[config.mk]
export PLATFORM = sky130hd
export DESIGN_NAME = bsg_source_sync_calib_sequencer
export DESIGN_NICKNAME = d
export VERILOG_FILES = /design/src/rtl/bsg_source_sync_calib_seq_pkg.sv /design/src/rtl/bsg_source_sync_calib_seq_timer.sv /design/src/rtl/bsg_source_sync_calib_sequencer.sv
export SDC_FILE = /design/constraint.sdc
export NUM_CORES = 1
export LEC_CHECK = 0
export CORE_UTILIZATION = 52
export DETAILED_ROUTE_END_ITERATION = 8
export PLACE_DENSITY = 0.77
export SETUP_SLACK_MARGIN = 0.4
export SLEW_MARGIN = 10
export SYNTH_ARGS = -nofsm -noshare
export SYNTH_HDL_FRONTEND = slang
export SYNTH_HIERARCHICAL = 1
export SYNTH_SLANG_ARGS = --single-unit
[constraint.sdc]
create_clock -name clk_i -period 2.66 [get_ports clk_i]
set_clock_uncertainty 0.15 [all_clocks]
set_input_delay 0.665 -clock clk_i [delete_from_list [all_inputs] [get_ports clk_i]]
set_output_delay 0.665 -clock clk_i [all_outputs]
set_load 0.005 [all_outputs]
[src/rtl/bsg_source_sync_calib_seq_pkg.sv]
// Shared types and helpers for the source-synchronous calibration sequencer.
package bsg_source_sync_calib_seq_pkg;

  typedef enum logic [2:0] {
    IDLE,
    PREPARE,
    RUN,
    NEXT,
    DONE,
    FAIL
  } calib_seq_state_e;

  // Lowest non-bypassed test index strictly above cur; tests (activation) if none remain.
  // Call with cur = -1 to find the first test of a sequence.
  function automatic int next_test_index(input int cur, input int tests, input logic [31:0] bypass);
    int r;
    r = tests;
    for (int i = 31; i >= 0; i--) begin
      if (i > cur && i < tests && !bypass[i]) r = i;
    end
    return r;
  endfunction

endpackage

[src/rtl/bsg_source_sync_calib_seq_timer.sv]
// Free-running up-counter, cleared on demand, flagging the prepare-hold and RUN-timeout limits.
module bsg_source_sync_calib_seq_timer #(
  parameter int lg_prepare_hold_cycles_p = 6,
  parameter int lg_timeout_cycles_p      = 12
) (
  input  logic clk_i,
  input  logic reset_i,
  input  logic clear_i,
  output logic prepare_tc_o,
  output logic timeout_tc_o
);

  localparam int width_lp = (lg_prepare_hold_cycles_p > lg_timeout_cycles_p)
                            ? lg_prepare_hold_cycles_p : lg_timeout_cycles_p;

  logic [width_lp-1:0] count_r;

  always_ff @(posedge clk_i or posedge reset_i) begin
    if (reset_i)      count_r <= '0;
    else if (clear_i) count_r <= '0;
    else              count_r <= count_r + width_lp'(1);
  end

  assign prepare_tc_o = (count_r == width_lp'((1 << lg_prepare_hold_cycles_p) - 1));
  assign timeout_tc_o = (count_r == width_lp'((1 << lg_timeout_cycles_p) - 1));

endmodule

[src/rtl/bsg_source_sync_calib_sequencer.sv]
// Steps the channel-control master through each non-bypassed calibration test, then activation.
// Optional per-index timeout retry: define BSG_SOURCE_SYNC_CALIB_SEQ_RETRY_EN.
module bsg_source_sync_calib_sequencer
  import bsg_source_sync_calib_seq_pkg::*;
#(
  parameter int               tests_p                  = 5,
  parameter int               lg_prepare_hold_cycles_p = 6,
  parameter int               lg_timeout_cycles_p      = 12,
  parameter logic [tests_p-1:0] bypass_test_p          = '0,
  parameter int               max_retries_p            = 3
) (
  input  logic                               clk_i,
  input  logic                               reset_i,
  input  logic                               start_i,
  input  logic [tests_p:0]                   test_pass_i,
  output logic [$clog2(tests_p+1)-1:0]       calibration_state_o,
  output logic                               calib_prepare_o,
  output logic                               channel_active_o,
  output logic                               done_o,
  output logic                               error_o,
  output logic [$clog2(max_retries_p+1)-1:0] retry_count_o
);

  localparam int idx_w_lp     = $clog2(tests_p+1);
  localparam int retry_w_lp   = $clog2(max_retries_p+1);
  localparam int first_idx_lp = next_test_index(-1, tests_p, 32'(bypass_test_p));

  calib_seq_state_e      state_r, state_n;
  logic [idx_w_lp-1:0]   idx_r, idx_n;
  logic [retry_w_lp-1:0] retry_r, retry_n;
  logic                  prepare_tc, timeout_tc;

  // Any state change restarts the count, so each PREPARE and RUN is timed from zero.
  bsg_source_sync_calib_seq_timer #(
    .lg_prepare_hold_cycles_p(lg_prepare_hold_cycles_p),
    .lg_timeout_cycles_p     (lg_timeout_cycles_p)
  ) timer (
    .clk_i       (clk_i),
    .reset_i     (reset_i),
    .clear_i     (state_n != state_r),
    .prepare_tc_o(prepare_tc),
    .timeout_tc_o(timeout_tc)
  );

  always_comb begin
    state_n = state_r;
    idx_n   = idx_r;
    retry_n = retry_r;
    case (state_r)
      IDLE, DONE, FAIL: begin
        if (start_i) begin
          state_n = PREPARE;
          idx_n   = idx_w_lp'(first_idx_lp);
          retry_n = '0;
        end
      end
      PREPARE: if (prepare_tc) state_n = RUN;
      RUN: begin
        // A pass seen on the terminal timeout cycle takes priority.
        if (test_pass_i[idx_r]) begin
          state_n = (idx_r == idx_w_lp'(tests_p)) ? DONE : NEXT;
        end else if (timeout_tc) begin
`ifdef BSG_SOURCE_SYNC_CALIB_SEQ_RETRY_EN
          if (retry_r < retry_w_lp'(max_retries_p)) begin
            retry_n = retry_r + retry_w_lp'(1);
            state_n = PREPARE;
          end else begin
            state_n = FAIL;
          end
`else
          state_n = FAIL;
`endif
        end
      end
      NEXT: begin
        idx_n   = idx_w_lp'(next_test_index(int'(idx_r), tests_p, 32'(bypass_test_p)));
        retry_n = '0;
        state_n = PREPARE;
      end
      default: state_n = IDLE;
    endcase
  end

  // Status outputs are registered from the next state so they line up with state_r.
  always_ff @(posedge clk_i or posedge reset_i) begin
    if (reset_i) begin
      state_r          <= IDLE;
      idx_r            <= '0;
      retry_r          <= '0;
      calib_prepare_o  <= 1'b1;
      channel_active_o <= 1'b0;
      done_o           <= 1'b0;
      error_o          <= 1'b0;
    end else begin
      state_r          <= state_n;
      idx_r            <= idx_n;
      retry_r          <= retry_n;
      calib_prepare_o  <= (state_n == IDLE) || (state_n == PREPARE) || (state_n == FAIL);
      channel_active_o <= (state_n == DONE);
      done_o           <= (state_n == DONE);
      error_o          <= (state_n == FAIL);
    end
  end

  assign calibration_state_o = idx_r;
  assign retry_count_o       = retry_r;

endmodule

==> results.ini <==
[route]
via_count = 1117
wl_met1_mm = 1.14
totalWireLength_mm = 2.88
ant_nets = 0
firstDrtPassIters = 4
drt_iter0_markers = 52
wl_met2_mm = 1.45
drc = 0
wl_met3_um = 224
routedWlPerCell_um = 15.9
dr.max_layer_used = met4
via_per_inst = 6.17

[clock_tree]
cts_root_buf = clkbuf_4
cts_tree = yes
numCtsBuffers = 3
insertion_delay_ns = 0.32
clock_sinks = 21
cts_buffer_depth = 2
cts.reportedPaths.clkPinSlew_ns = 0.13
htree_levels = 1

[placed_design]
port_buffers = 15
preCtsSetupSlack_ns = -0.429
placed_cell_area_mm2 = 0.00135
dp_hpwl_mm = 1.86
gp_congestion = 0.864

[worst_setup_path]
worst_setup_path_start_kind = flop
r2r_slack_ns = 0.43
cp_max_fo = 6
r2r_cells = 7
worstSetupPathType = flop to flop
endpoint = error_o
endpoint_kind = flop
r2r-end = error_o
startpoint = timer/count_r[8]
cp.required_ns = 2.71
cp_data_arrival_time_ns = 2.28
r2r-start = timer/count_r[8]

[floorplan]
die_width_um = 49.6
initial_core_util_pct = 57.7
die_area_mm2 = 0.00246
rows = 16
dieHeight_um = 49.6
core_area_mm2 = 0.00204
pin_count = 18

[global_route]
grt_max_degree = 14
antenna_found_initial = 0
track_usage_pct = 25.0
grt_pass1_vias = 1045
grt_pass1_wl_mm = 4.66
grt-ovfl-total = 0

[yosys]
synthSimpleGateAreaFrac_pct = 22.7
ys_types = 40
synth_area_per_cell_um2 = 9.35
ys_warn_count = 6
async_reset_ff_share_pct = 100
synth_area_mm2 = 0.00118
synthAdderAreaFrac_pct = 1.06
synth_seq_area_share_pct = 44.7
ys.flop_type = dfrtp_1
synth_xor_area_share_pct = 2.23
synth-seq-cells = 21
synth_top_family_by_area = simple AND/OR/NAND/NOR gates
yosys-mux-area-fraction_pct = 3.50
netlist_instances = 126
synth-edff-count = 0
synth_compound_area_share_pct = 19.1

[sta]
setup_violations = 0
rsz0062_at_grt = yes
finalCriticalPeriod_ns = 2.23
fin_crit_sh_pct = 83.8
whs_ns = 0.430
fmax_mhz = 449
setup_ws_ns = 0.431
slew_viol_final = 0
hold_viol = 0
setup_tns_ns = 0

[power_and_ir_drop]
total_power_w = 0.00117
vdd_drop_max_v = 0.000664
p_leak_nw = 0.658
power_per_cell_area_mw_per_mm2 = 743

[cells_and_area]
nets = 165
diodes = 0
syn2layout_area_growth_pct = 34.0
nFillCells = 154
fin_area_mm2 = 0.00158
drive_above_1_share_pct = 28.6

[min_path]
worstHoldPathType = flop to flop

[status]
status = complete, no violations

[run]
maxCapViolCount = 0

[worst min path at each step]
stage	startpoint	end	slack, ns	cells past startpoint
floorplan	timer/count_r[0]	timer/count_r[0]	0.27	1
global placement	timer/count_r[0]	timer/count_r[0]	0.30	1
detailed placement	timer/count_r[0]	timer/count_r[0]	0.31	1
CTS	timer/count_r[0]	timer/count_r[0]	0.33	1
global route	state_r[2]	state_r[1]	0.46	1
finish	state_r[2]	state_r[1]	0.43	1
[layout by cell type (no fill, tap or decap), types with 2 or more instances in the layout]
| cell | instances |
|---|---|
| a21o_1 | 2 |
| a21oi_1 | 6 |
| a21oi_2 | 8 |
| a31oi_1 | 2 |
| buf_4 | 11 |
| buf_6 | 3 |
| clkbuf_4 | 3 |
| clkdlybuf4s50_1 | 9 |
| conb_1 | 2 |
| dfrtp_1 | 17 |
| dfrtp_2 | 3 |
| dlygate4sd2_1 | 6 |
| inv_1 | 6 |
| mux2_4 | 3 |
| nand2_1 | 6 |
| nand2b_1 | 3 |
| nand3_1 | 5 |
| nand4_1 | 2 |
| nor2_1 | 12 |
| nor2b_1 | 3 |
| o211ai_1 | 2 |
| o21ai_0 | 4 |
| o31ai_1 | 4 |
| or3_1 | 2 |
| or4_1 | 5 |
| xor2_1 | 2 |
[cells in the mapped netlist, types with 2 or more instances]
master | count | area share [%]
mux2_4 | 2 | 2.5
nand2b_1 | 3 | 1.6
nor3_1 | 2 | 0.85
nor2_1 | 12 | 3.8
or3_1 | 2 | 1.1
a21o_1 | 2 | 1.3
nand4_1 | 2 | 1.1
xor2_1 | 2 | 1.5
nor2b_1 | 4 | 2.1
o211ai_1 | 2 | 1.3
buf_4 | 3 | 1.9
a21oi_1 | 14 | 5.9
or4_1 | 5 | 3.2
clkbuf_1 | 2 | 0.64
a31oi_1 | 2 | 1.1
o21ai_0 | 4 | 1.7
buf_6 | 2 | 1.9
nor4_1 | 2 | 1.1
inv_1 | 6 | 1.9
o31ai_1 | 4 | 2.5
nand3_1 | 5 | 2.1
nand2_1 | 7 | 2.2
dfrtp_1 | 20 | 42
[registers in the layout, indices dropped and copies added (netlist names)]
name / flops
timer/count_r: 12
calibration_state_o: 3
state_r: 3
calib_prepare_o: 1
done_o: 1
error_o: 1
[report_power, final]
group | leakage [nW] | total (W) | switching, W | internal, W
Combinational | 0.379 | 0.000511 | 0.000225 | 0.000286
Clock | 0.0139 | 0.000161 | 0.000103 | 0.0000575
Sequential | 0.265 | 0.000502 | 0.000109 | 0.000393
Total | 0.658 | 0.00117 | 0.000437 | 0.000736
[area by class of cell]
type | count | area [µm²] | area share, %
inverters | 6 | 22.5 | 1.43
clock buffers | 3 | 22.5 | 1.43
clock inverters | 1 | 7.51 | 0.475
multi-input cells | 93 | 683 | 43.3
flip-flops and latches | 21 | 531 | 33.6
well taps | 27 | 33.8 | 2.14
repair buffers | 30 | 279 | 17.7
[kinds of logic (layout without fill, tap and decap cells)]
family / Yosys count / count (layout)
other: 1 / 2
adder cells (fa/ha/maj): 1 / 1
multiplexers: 3 / 3
AND/OR/NAND/NOR: 49 / 49
XOR/XNOR: 3 / 3
AO/OA/AOI/OAI: 35 / 35
flip-flops: 21 / 21
buffers and inverters: 13 / 40
[worst max-delay path: stages, from the launching register on]
cell      delay (ns)
dfrtp_1         0.47
nor4_1          0.43
nand2_1         0.13
nor3_2          0.16
nand3_1         0.13
or2_2           0.32
a21o_1          0.19
a21boi_1        0.13
[layer usage]
metal,vias up,GRT usage [%]
met4,0,10.0
met1,524,32.5
met5,-,0
met2,67,41.7
li1,518,-
met3,8,3.70
[metrics by stage]
stage,utilization [%],std cells
2_1_floorplan,-,127
3_3_place_gp,66.2,167
3_5_place_dp,66.2,167
4_1_cts,72.6,178
5_1_grt,77.3,181
6_report,77.3,181
[repair_timing]
action | 4_1_cts | 5_1_grt
setup endpoints to repair | 15 | 17
resized for setup | 18 | 15
pin swaps | 3 | 2
gates cloned | 0 | 0
setup buffers | 7 | 3
hold buffers | 0 | 0
Power figures use the tool's default switching activity.
